**config.mk**
```make
export PLATFORM = sky130hd
export DESIGN_NAME = wb_arbiter
export DESIGN_NICKNAME = d
export VERILOG_FILES = /design/src/rtl/wb_arb_pkg.sv /design/src/rtl/wb_rr_arbiter.sv /design/src/rtl/wb_arbiter.sv
export SDC_FILE = /design/constraint.sdc
export NUM_CORES = 1
export LEC_CHECK = 0
export ABC_AREA = 1
export CAP_MARGIN = 5
export CORE_AREA = 10 10 105 107
export CTS_BUF_LIST = sky130_fd_sc_hd__clkbuf_4 sky130_fd_sc_hd__clkbuf_8
export CTS_CLUSTER_DIAMETER = 40
export CTS_CLUSTER_SIZE = 14
export DETAILED_ROUTE_END_ITERATION = 16
export DIE_AREA = 0 0 115 117
export MAX_ROUTING_LAYER = met4
export PLACE_DENSITY = 0.75
export REMOVE_ABC_BUFFERS = 1
export SYNTH_ARGS = -nofsm -noshare
export SYNTH_HDL_FRONTEND = slang
export SYNTH_SLANG_ARGS = --single-unit
```
**constraint.sdc**
```tcl
create_clock -name clk_i -period 2.01 [get_ports clk_i]
set_input_delay 0.402 -clock clk_i [delete_from_list [all_inputs] [get_ports clk_i]]
set_output_delay 0.402 -clock clk_i [all_outputs]
set_load 0.01 [all_outputs]
```
**src/rtl/wb_arb_pkg.sv**
```systemverilog
// wb_arb_pkg: shared state type and bus widths for the Wishbone arbiter
package wb_arb_pkg;
  localparam int WB_ADDR_W = 32;
  localparam int WB_DATA_W = 32;
  localparam int WB_SEL_W  = 4;
  typedef enum logic [1:0] {IDLE, OWNED, ABORT} arb_state_e;
endpackage

```
**src/rtl/wb_rr_arbiter.sv**
```systemverilog
// wb_rr_arbiter: one-hot pick of the first requester after the last owner, wrapping
module wb_rr_arbiter #(
  parameter int N_MASTERS = 2
) (
  input  logic [N_MASTERS-1:0]         req,
  input  logic [$clog2(N_MASTERS)-1:0] last,
  output logic [N_MASTERS-1:0]         gnt
);
  // Scan farthest-to-nearest so the nearest requester after last wins
  always_comb begin
    gnt = '0;
    for (int i = N_MASTERS; i >= 1; i--)
      if (req[(int'(last) + i) % N_MASTERS]) gnt = N_MASTERS'(1) << ((int'(last) + i) % N_MASTERS);
  end
endmodule

```
**src/rtl/wb_arbiter.sv**
```systemverilog
// wb_arbiter: round-robin N:1 Wishbone arbiter with slave-response watchdog
module wb_arbiter
  import wb_arb_pkg::*;
#(
  parameter int N_MASTERS = 2,
  parameter int TIMEOUT   = 255
) (
  input  logic                           clk_i,
  input  logic                           rst_n_i,
  input  logic [N_MASTERS-1:0]           m_cyc_i,
  input  logic [N_MASTERS-1:0]           m_stb_i,
  input  logic [N_MASTERS-1:0]           m_we_i,
  input  logic [WB_ADDR_W*N_MASTERS-1:0] m_adr_i,
  input  logic [WB_DATA_W*N_MASTERS-1:0] m_dat_i,
  input  logic [WB_SEL_W*N_MASTERS-1:0]  m_sel_i,
  output logic [WB_DATA_W-1:0]           m_dat_o,
  output logic [N_MASTERS-1:0]           m_ack_o,
  output logic [N_MASTERS-1:0]           m_err_o,
  output logic [N_MASTERS-1:0]           m_rty_o,
  output logic                           s_cyc_o,
  output logic                           s_stb_o,
  output logic                           s_we_o,
  output logic [WB_ADDR_W-1:0]           s_adr_o,
  output logic [WB_DATA_W-1:0]           s_dat_o,
  output logic [WB_SEL_W-1:0]            s_sel_o,
  input  logic [WB_DATA_W-1:0]           s_dat_i,
  input  logic                           s_ack_i,
  input  logic                           s_err_i,
  input  logic                           s_rty_i,
  output logic [N_MASTERS-1:0]           gnt_o,
  output logic                           timeout_o
);
  localparam int IW = $clog2(N_MASTERS);
  localparam int CW = TIMEOUT > 0 ? $clog2(TIMEOUT + 1) : 1;
  arb_state_e state, state_nx;
  logic [IW-1:0] owner, owner_nx, last, last_nx, rr_idx;
  logic [CW-1:0] cnt, cnt_nx;
  logic [N_MASTERS-1:0] rr_gnt, own_oh;
  logic [1:0] rst_sync;
  logic rst_n, owned, own_cyc, term, stall, hit;
  // Reset asserts asynchronously but releases two clocks after rst_n_i rises
  always_ff @(posedge clk_i or negedge rst_n_i)
    if (!rst_n_i) rst_sync <= '0;
    else rst_sync <= {rst_sync[0], 1'b1};
  assign rst_n = rst_sync[1];
  wb_rr_arbiter #(.N_MASTERS(N_MASTERS)) u_rr (
    .req (m_cyc_i),
    .last(last),
    .gnt (rr_gnt)
  );
  always_comb begin
    rr_idx = '0;
    for (int i = 0; i < N_MASTERS; i++) if (rr_gnt[i]) rr_idx = IW'(i);
  end
  assign own_oh  = N_MASTERS'(1) << owner;
  assign owned   = state == OWNED;
  assign own_cyc = m_cyc_i[owner];
  assign s_cyc_o = owned & own_cyc;
  assign s_stb_o = s_cyc_o & m_stb_i[owner];
  assign s_we_o  = s_cyc_o & m_we_i[owner];
  assign s_adr_o = m_adr_i[WB_ADDR_W*owner +: WB_ADDR_W];
  assign s_dat_o = m_dat_i[WB_DATA_W*owner +: WB_DATA_W];
  assign s_sel_o = m_sel_i[WB_SEL_W*owner +: WB_SEL_W];
  assign m_dat_o = s_dat_i;
  assign term    = s_ack_i | s_err_i | s_rty_i;
  assign stall   = s_stb_o & ~term;
  // A real termination on the limit cycle clears stall, so the slave wins
  assign hit       = TIMEOUT != 0 && stall && int'(cnt) == TIMEOUT - 1;
  assign timeout_o = hit;
  assign m_ack_o   = (s_cyc_o & s_ack_i) ? own_oh : '0;
  assign m_err_o   = ((s_cyc_o & s_err_i) | hit) ? own_oh : '0;
  assign m_rty_o   = (s_cyc_o & s_rty_i) ? own_oh : '0;
  assign gnt_o     = state == IDLE ? '0 : own_oh;
  assign cnt_nx    = stall && !hit ? (cnt == '1 ? cnt : cnt + 1'b1) : '0;
  always_comb begin
    state_nx = state;
    owner_nx = owner;
    last_nx  = last;
    case (state)
      IDLE: if (|m_cyc_i) begin
        state_nx = OWNED;
        owner_nx = rr_idx;
      end
      OWNED: if (!own_cyc) begin
        state_nx = IDLE;
        last_nx  = owner;
      end else if (hit) state_nx = ABORT;
      default: if (!own_cyc) begin
        state_nx = IDLE;
        last_nx  = owner;
      end
    endcase
  end
  always_ff @(posedge clk_i or negedge rst_n)
    if (!rst_n) begin
      state <= IDLE;
      owner <= '0;
      last  <= IW'(N_MASTERS - 1);
      cnt   <= '0;
    end else begin
      state <= state_nx;
      owner <= owner_nx;
      last  <= last_nx;
      cnt   <= cnt_nx;
    end
endmodule

```
==> results.sh, run 1 <==
export IMPL_rsz0062_at_grt="yes"
export IMPL_violations="negative setup slack"
export IMPL_netlist_area_um2=1960
export IMPL_initial_core_util_pct=21.7
export IMPL_p_clk_share_pct=7.0
export IMPL_crit_path_cell_trace="clkdlybuf4s50_1 > nand2_1 > and2_4 > nor2_4 > nand3_4 > buf_6 > a21oi_2 > buf_2"
export IMPL_die_area_um2=13500
export IMPL_met1_length_mm=4.87
export IMPL_fp_dieW_um=115
export IMPL_hp_class="flop to asynchronous set/reset pin"
export IMPL_dpl_hpwl_mm=10.5
export IMPL_route_detailed_drc=0
export IMPL_seq_power_share_pct=9.0
export IMPL_met2_length_mm=6.33
export IMPL_via_count=2998
export IMPL_final_net_count=760
export IMPL_slowest_delay_ns=0.46
export IMPL_first_iter_violations=230
export IMPL_synth_seq_cells=14
export IMPL_fmax_mhz=486
export IMPL_setup_viol=1
export IMPL_drive_gt1_share_pct=14.0
export IMPL_synth_cell_types=26
export IMPL_nFillCells=918
export IMPL_areaGrowthSynthToFinish_pct=122
export IMPL_synth_xor_area_share_pct=1.79
export IMPL_vias_per_cell=4.34
export IMPL_dr_pass1_iters=5
export IMPL_r2r_end="cnt[6]$_DFFE_PN0P_"
export IMPL_swShare_pct=47.4
export IMPL_die_height_um=117
export IMPL_grt_pass1_vias=2957
export IMPL_yosysMostFrequentCell="nand2_1"
export IMPL_cts_tree="built"
export IMPL_hold_viol_final=0
export IMPL_r2r_start="cnt[1]$_DFFE_PN0P_"
export IMPL_worst_r2r_setup_slack_ns=0.41
export IMPL_slowest_stage="clkdlybuf4s50_1"
export IMPL_crit_start="m_stb_i[1]"
export IMPL_ant_nets=0
export IMPL_cp_end_kind="output port"
export IMPL_worstMarginPinSlew_ns=0.507
export IMPL_ys_flop_type="dfrtp_1"
export IMPL_met3WireLength_mm=1.32
export IMPL_synth_cells=365
export IMPL_reg2reg_depth=9
export IMPL_drv_cap=0
export IMPL_synth_top_family_by_area="simple AND/OR/NAND/NOR gates"
export IMPL_drv_slew=0
export IMPL_grt_max_degree=42
export IMPL_synthArstFlopShare_pct=100
export IMPL_start_kind="input port"
export IMPL_ios=291
export IMPL_dp_slack_ns=-0.507
export IMPL_yosysWarnings=0
export IMPL_portBuffers=226
export IMPL_grtUsageTotal_pct=17.1
export IMPL_multiInputGateArea_um2=1270
export IMPL_arrival_ns=1.66
export IMPL_synth_seq_area_share_pct=18.0
export IMPL_syn_area_per_cell_um2=5.36
export IMPL_drt_wirelength_per_cell_um=18.3
export IMPL_status="complete, but fails checks"
export IMPL_power_leakage_nw=2.29
export IMPL_synth_simple_area_share_pct=54.5
export IMPL_cts_buffers=3
export IMPL_crit_type="input port to output port"
export IMPL_clkSinkCount=14
export IMPL_cp_endpoint="m_err_o[1]"
export IMPL_cts_max_path_buffers=2
export IMPL_synth_edf_count=0
export IMPL_comb_power_share_pct=83.9
export IMPL_finalClockSkew_ns=0.00378
export IMPL_fin_crit_ns=2.06
export IMPL_setup_slack_ns=-0.0474
export IMPL_p_per_area_nw_per_um2=907
export IMPL_ir_drop_v=0.000539
export IMPL_synth_top_area_share_pct=43.9
export IMPL_wirelength_mm=12.6
export IMPL_synth_commonest_cells="nand2_1, buf_4, inv_1, buf_2, nor2_1"
export IMPL_clk_latency_ns=0.25
export IMPL_min_period_over_period_pct=102
export IMPL_placementRows=35
export IMPL_synthAdderAreaFrac_pct=1.28
export IMPL_root_buffer="clkbuf_8"
export IMPL_holdBufCountCts=0
export IMPL_core_area_um2=9020
export IMPL_grt_pass1_wl_mm=17.5
export IMPL_intPower_mw=2.08
export IMPL_synth_compound_area_share_pct=4.79
export IMPL_finalSetupTns_ns=-0.0474
export IMPL_ys_top_cells_by_area="nand2_1, dfrtp_1, buf_4"
export IMPL_clkTransAtPathRegs_ns=0.06
export IMPL_synth_mux_area_share_pct=0
export IMPL_seq_area_um2=353
export IMPL_grt_overflow_total=0
export IMPL_place_congestion=0.957
export IMPL_relSlewSlack_pct=66.2
export IMPL_p_total_mw=3.95
export IMPL_antenna_found_initial=1
export IMPL_crit_required_ns=1.61
export IMPL_path_max_fanout=3
export IMPL_top_layer="met4"
export IMPL_h_tree_depth=1
export IMPL_synth_top_area_cell="nand2_1"
export IMPL_p_sw_mw=1.87
[worst min-delay path by stage]
stage / end / slack, ns / cells after the start
5_1_grt: state[0]$_DFFE_PN0P_ / 0.25 / 0
3_5_place_dp: state[0]$_DFFE_PN0P_ / 0.22 / 0
4_1_cts: state[0]$_DFFE_PN0P_ / 0.23 / 0
2_1_floorplan: rst_sync[0]$_DFF_PN0_ / 0.11 / 0
3_3_place_gp: cnt[5]$_DFFE_PN0P_ / 0.21 / 0
6_report: cnt[5]$_DFFE_PN0P_ / 0.21 / 0
[cells in the final DEF, fill, tap and decap left out, types with 3 or more instances in the layout]
| cell type | count |
|---|---|
| nand2_1 | 228 |
| clkdlybuf4s50_1 | 144 |
| dlygate4sd2_1 | 58 |
| buf_4 | 21 |
| inv_1 | 14 |
| nor2_1 | 14 |
| clkbuf_2 | 13 |
| dfrtp_1 | 12 |
| nand3_1 | 8 |
| a21oi_2 | 7 |
| buf_2 | 6 |
| clkbuf_8 | 4 |
| nand2_2 | 3 |
| a21oi_1 | 3 |
| buf_12 | 3 |
[what timing repair did]
| action | in CTS | in global routing |
|---|---|---|
| cloned | 3 | 0 |
| setup endpoints to repair | 80 | 25 |
| gates resized for setup | 135 | 22 |
| pin swaps | 1 | 2 |
| buffers inserted | 3 | 2 |
[final cells by class]
type / instances / area share, %
clock buffers: 4 / 1.27
repair buffers: 257 / 56.6
well taps: 111 / 3.19
inverters: 17 / 1.52
multi-input cells: 286 / 29.2
diodes: 1 / 0.0575
flip-flops and latches: 14 / 8.11
[layer usage]
layer / vias to the layer above / track usage, %
li1: 1497 / -
met1: 1324 / 19.7
met2: 167 / 27.9
met3: 10 / 6.63
met4: 0 / 3.05
met5: - / -
[critical path: cells and delay by family]
kind,cells,cell delay (ns)
AOI/OAI and AO/OA,1,0.09
buffers and inverters,3,0.74
and+or+nand+nor,4,0.43
[registers in the layout, summed over array words and instances (netlist names)]
signal,flops
cnt,8
rst_sync,2
state,2
last,1
owner,1
[power by group through the flow]
stage          Clock (mW)  Sequential, mW  Combinational [mW]
2_1_floorplan           0           0.479                1.22
3_3_place_gp            0           0.353                3.36
3_5_place_dp            0           0.358                3.40
4_1_cts             0.287           0.357                3.39
5_1_grt             0.301           0.361                3.61
6_report            0.278           0.356                3.31
[metrics by stage]
stage / std cells / util [%] / hold slack [ns] / instance area (µm²)
after floorplan: 317 / - / 0.106 / 1640
after global placement: 677 / 46.9 / 0.210 / 4230
after detailed placement: 677 / 46.9 / 0.222 / 4230
after CTS: 687 / 48.4 / 0.227 / 4360
after global routing: 690 / 48.2 / 0.251 / 4350
final: 690 / 48.2 / 0.208 / 4350
[kinds of logic after synthesis]
kind of cell / Yosys count
and+or+nand+nor: 265
AOI/OAI and AO/OA: 14
DFF: 14
other: 1
buffers and inverters: 65
xor gates and xnor gates: 4
adders and majority gates: 2
(Power assumes the default switching activity.)
==> inputs of run 2 (changes only) <==
- DONT_BUFFER_PORTS: default -> 1
- PLACE_DENSITY: 0.75 -> 0.33
- SLEW_MARGIN: default -> 20
- TNS_END_PERCENT: default -> 1
==> run 2 against run 1 <==
- the run now ends clean
- utilization shrank 26 points
- hold slack gained 0.0093 ns
- global-route usage shrank 4.0 points
- die area is the same
- count of clock-buffer cells in the layout is the same
- via count shrank 32%
- critical path type is now flop to output port
==> results.sh, run 2 (synthesis gave the netlist of run 1 again) <==
export IMPL_portBuffers=0
export IMPL_multiInputGateArea_um2=1270
export IMPL_drv_slew=0
export IMPL_drive_gt1_share_pct=11.1
export IMPL_ios=291
export IMPL_relSlewSlack_pct=65.0
export IMPL_fin_crit_ns=1.96
export IMPL_start_kind="flop"
export IMPL_route_detailed_drc=0
export IMPL_nFillCells=1035
export IMPL_num_antenna_cells=0
export IMPL_ir_drop_v=0.000321
export IMPL_cts_max_path_buffers=2
export IMPL_p_per_area_nw_per_um2=1250
export IMPL_post_place_cells=435
export IMPL_clkTransAtPathRegs_ns=0.07
export IMPL_antenna_found_initial=0
export IMPL_seq_area_um2=353
export IMPL_initial_core_util_pct=21.7
export IMPL_via_count=2031
export IMPL_cp_end_kind="output port"
export IMPL_worst_r2r_setup_slack_ns=0.44
export IMPL_p_total_mw=2.47
export IMPL_min_period_over_period_pct=97.6
export IMPL_holdWs_ns=0.217
export IMPL_top_register="cnt"
export IMPL_r2r_end="state[0]$_DFFE_PN0P_"
export IMPL_cts_buffers=3
export IMPL_reg2reg_depth=9
export IMPL_hold_viol_final=0
export IMPL_setup_viol=0
export IMPL_dpl_hpwl_mm=8.80
export IMPL_die_area_um2=13500
export IMPL_wirelength_mm=10.2
export IMPL_crit_type="flop to output port"
export IMPL_placementRows=35
export IMPL_layout_common_cells="nand2_1, inv_1, nor2_1, dfrtp_1, buf_4"
export IMPL_drv_cap=0
export IMPL_fp_dieW_um=115
export IMPL_clkSinkCount=14
export IMPL_final_cell_count_no_fill=445
export IMPL_grt_overflow_total=0
export IMPL_dr_pass1_iters=5
export IMPL_r2r_start="cnt[0]$_DFFE_PN0P_"
export IMPL_final_net_count=516
export IMPL_h_tree_depth=1
export IMPL_areaGrowthSynthToFinish_pct=0.959
export IMPL_worstMarginPinSlew_ns=0.525
export IMPL_vias_per_cell=4.56
export IMPL_place_congestion=0.799
export IMPL_layout_commonest_cell="nand2_1"
export IMPL_path_max_fanout=25
export IMPL_rsz0062_at_grt="yes"
export IMPL_largest_reg_flops=8
export IMPL_cts_tree="built"
export IMPL_grt_max_degree=51
export IMPL_clk_latency_ns=0.25
export IMPL_arrival_ns=1.56
export IMPL_drt_wirelength_per_cell_um=22.9
export IMPL_ant_nets=0
export IMPL_die_height_um=117
export IMPL_finalSetupTns_ns=0
export IMPL_finalClockSkew_ns=0.00298
export IMPL_crit_required_ns=1.61
export IMPL_root_buffer="clkbuf_8"
export IMPL_final_core_util_pct=21.9
export IMPL_status="finished, final reports clean"
export IMPL_core_area_um2=9020
export IMPL_grtUsageTotal_pct=13.0
export IMPL_largestRegisters="cnt (8), rst_sync (2), state (2)"
export IMPL_power_leakage_nw=1.14
export IMPL_hp_class="flop to asynchronous set/reset pin"
export IMPL_grt_pass1_vias=2048
export IMPL_grt_pass1_wl_mm=13.2
export IMPL_first_iter_violations=129
export IMPL_fmax_mhz=510
==> run 2: cell types whose count changed in the layout (fill, tap and decap cells not counted), moves of 3 or more <==
| cell | previous run | this run |
|---|---|---|
| buf_4 | 21 | 12 |
| clkbuf_2 | 13 | 0 |
| buf_2 | 6 | 0 |
| buf_12 | 3 | 0 |
| clkdlybuf4s50_1 | 144 | 0 |
| dlygate4sd2_1 | 58 | 0 |
==> run 2: final cells by class <==
type                            instances  area share (%)
Multi-Input combinational cell        286            64.1
Sequential cell                        14            17.8
Tap cell                              111            7.03
Timing Repair Buffer                   13            5.06
Inverter                               17            3.23
Clock buffer                            4            2.78
==> run 2: worst max path at each step <==
stage                  startpoint    endpoint  slack, ns  depth (start not counted)
4_1_cts         owner$_DFFE_PN0P_      s_we_o      0.008                          5
3_5_place_dp   cnt[0]$_DFFE_PN0P_  m_err_o[0]       0.09                          6
2_1_floorplan   owner$_DFFE_PN0P_  m_err_o[0]      -1.22                          7
6_report        owner$_DFFE_PN0P_      s_we_o       0.05                          5
3_3_place_gp   cnt[0]$_DFFE_PN0P_  m_err_o[1]       0.15                          6
5_1_grt         owner$_DFFE_PN0P_      s_we_o      -0.05                          5
==> run 2: layer usage <==
layer / share of wire, % / global-route usage, % / wire [µm] / vias up
li1: - / - / - / 1005
met1: 36 / 14.9 / 3620 / 871
met2: 47 / 19.1 / 4780 / 144
met3: 16 / 8.10 / 1650 / 11
met4: 1.1 / 2.56 / 116 / 0
met5: 0 / - / 0 / -
==> run 2: through the flow <==
step / setup slack, ns / instance area [µm²]
2_1_floorplan: -1.22 / 1640
6_report: 0.0473 / 1980
4_1_cts: 0.00756 / 1960
5_1_grt: -0.0455 / 1980
3_3_place_gp: 0.154 / 1830
3_5_place_dp: 0.0888 / 1830
==> run 2: power by group <==
| group | switching [mW] | total (mW) | internal, mW |
|---|---|---|---|
| Clock | 0.117 | 0.291 | 0.174 |
| Combinational | 1.42 | 1.82 | 0.398 |
| Sequential | 0.0320 | 0.355 | 0.324 |
| Total | 1.57 | 2.47 | 0.896 |
==> run 2: critical path, stage by stage (launching register included) <==
cell	delay (ns)
dfrtp_2	0.43
inv_2	0.08
buf_4	0.27
nand2_1	0.08
a21oi_1	0.24
buf_4	0.19
==> run 2: timing repair <==
| action | CTS | global route |
|---|---|---|
| hold endpoints to repair | 2 | 0 |
| pin swaps | 3 | 2 |
| buffers inserted | 4 | 1 |
| gates resized for setup | 6 | 2 |
| endpoints found under the setup margin | 3 | 12 |
| hold buffers | 1 | 0 |
==> inputs of run 3 (changes only) <==
- CORE_AREA: 10 10 105 107 -> 2 2 112 114
- DIE_AREA: 0 0 115 117 -> 0 0 114 116
- PLACE_DENSITY: 0.33 -> 0.3
- SETUP_SLACK_MARGIN: default -> 0.1
==> run 3 against run 2 <==
- clock power down 4%
- combinational power up 15%
- maximum frequency grew 4.3%
- register-to-register slack better by 0.05 ns
- largest power group unchanged
==> results.sh, run 3 (synthesis gave the netlist of run 1 again) <==
export IMPL_holdWs_ns=0.224
export IMPL_vias_per_cell=4.29
export IMPL_dpl_cell_area_um2=1900
export IMPL_die_height_um=116
export IMPL_clkSinkCount=14
export IMPL_h_tree_depth=1
export IMPL_cts_max_path_buffers=2
export IMPL_grt_overflow_total=0
export IMPL_drv_slew=0
export IMPL_portBuffers=0
export IMPL_route_detailed_drc=0
export IMPL_final_area_um2=2130
export IMPL_root_buffer="clkbuf_8"
export IMPL_place_congestion=0.791
export IMPL_crit_type="flop to output port"
export IMPL_layout_common_cells="nand2_1, buf_4, inv_1, nor2_1, dfrtp_1"
export IMPL_drv_cap=0
export IMPL_crit_path_cell_trace="inv_2 > nand2_2 > nand2_2 > nand2_4 > nor2_4 > nand3_4 > a21oi_4"
export IMPL_crit_family="simple AND/OR/NAND/NOR gates"
export IMPL_met2_usage_pct=19.5
export IMPL_ant_nets=0
export IMPL_finalSetupTns_ns=0
export IMPL_grt_max_degree=70
export IMPL_start_kind="flop"
export IMPL_drive_gt1_share_pct=13.5
export IMPL_path_common_cell="nand2_2"
export IMPL_fp_dieW_um=114
export IMPL_clk_latency_ns=0.24
export IMPL_areaGrowthSynthToFinish_pct=8.95
export IMPL_initial_core_util_pct=16.4
export IMPL_setup_viol=0
export IMPL_first_iter_violations=111
export IMPL_cp_end_kind="output port"
export IMPL_grt_pass1_wl_mm=11.2
export IMPL_final_net_count=522
export IMPL_wirelength_mm=9.55
export IMPL_antenna_found_initial=0
export IMPL_top_register="cnt"
export IMPL_relSlewSlack_pct=62.7
export IMPL_largestRegisters="cnt (8), rst_sync (2), state (2)"
export IMPL_status="finished, final reports clean"
export IMPL_core_area_um2=11900
export IMPL_hp_class="flop to asynchronous set/reset pin"
export IMPL_finalClockSkew_ns=0.00315
export IMPL_met1_usage_pct=14.1
export IMPL_grtUsageTotal_pct=12.1
export IMPL_layout_commonest_cell="nand2_1"
export IMPL_crit_required_ns=1.61
export IMPL_fin_crit_ns=1.88
export IMPL_largest_reg_flops=8
export IMPL_via_count=2090
export IMPL_arrival_ns=1.48
export IMPL_min_period_over_period_pct=93.6
export IMPL_worstMarginPinSlew_ns=0.557
export IMPL_hold_viol_final=0
export IMPL_met3_usage_pct=5.91
export IMPL_critical_path_buf_inv_count=1
export IMPL_rsz0062_at_grt="yes"
export IMPL_dpl_hpwl_mm=7.87
export IMPL_slowest_delay_ns=0.44
export IMPL_cts_buffers=3
export IMPL_dr_pass1_iters=4
export IMPL_p_total_mw=2.73
export IMPL_power_leakage_nw=1.19
export IMPL_die_area_um2=13200
export IMPL_p_per_area_nw_per_um2=1280
export IMPL_grt_pass1_vias=1724
export IMPL_num_antenna_cells=0
export IMPL_cts_tree="built"
export IMPL_busiest_layer="met2"
export IMPL_fmax_mhz=531
export IMPL_drt_wirelength_per_cell_um=19.6
export IMPL_ios=291
export IMPL_clkTransAtPathRegs_ns=0.06
export IMPL_placementRows=40
export IMPL_slowest_stage="dfrtp_2"
export IMPL_ir_drop_v=0.000382
export IMPL_path_max_fanout=4
run 3: layer usage:
layer | routed length (µm) | up-vias
met5 | 0 | -
met4 | 24 | 0
met3 | 1090 | 2
met2 | 4750 | 134
met1 | 3680 | 938
li1 | - | 1016
run 3: layout make-up:
type	instances	area (µm²)
Inverter	17	63.8
Clock buffer	4	55.1
Fill cell	1403	9780
Sequential cell	14	353
Tap cell	147	184
Timing Repair Buffer	19	186
Multi-Input combinational cell	286	1290
run 3: timing repair:
action	CTS	global route
pin swaps	3	6
cloned	0	1
buffers inserted	2	7
resized for setup	5	10
hold endpoints to repair	2	0
hold buffers	1	0
endpoints found under the setup margin	56	61
run 3: worst reg2reg max path, stage by stage (launching register included):
cell and delay, ns:
dfrtp_1 0.37, buf_4 0.12, ha_1 0.22, inv_1 0.09
nor2_4 0.16, nand2_2 0.17, nand3_1 0.13, nand2_1 0.05
nand2_1 0.05, nor2_1 0.04
run 3: where the power goes:
group	leakage (nW)	total (mW)	switching (mW)	internal (mW)
combinational	0.977	2.09	1.52	0.566
sequential	0.182	0.358	0.0344	0.324
clock	0.0288	0.278	0.104	0.173
run 3: path summary, 6_finish.rpt:
kind / from / to / slack (ns) / depth (start not counted)
max: owner$_DFFE_PN0P_ / m_err_o[1] / 0.13 / 7
min: rst_sync[1]$_DFF_PN0_ / cnt[5]$_DFFE_PN0P_ / 0.22 / 0
max reg2reg: cnt[0]$_DFFE_PN0P_ / cnt[6]$_DFFE_PN0P_ / 0.49 / 9
min reg2reg: rst_sync[1]$_DFF_PN0_ / cnt[5]$_DFFE_PN0P_ / 0.22 / 0
max in group asynchronous: rst_sync[1]$_DFF_PN0_ / owner$_DFFE_PN0P_ / 1.39 / 0
min in group clk_i: m_cyc_i[1] / owner$_DFFE_PN0P_ / 0.32 / 2
run 3: stage by stage:
stage               setup slack, ns  utilization, %  instances
floorplan                     -1.22               -        317
global route                 0.0318            17.9        487
global placement              0.159            15.9        472
detailed placement            0.105            15.9        472
CTS                         0.00463            16.7        479
finish                        0.128            17.9        487
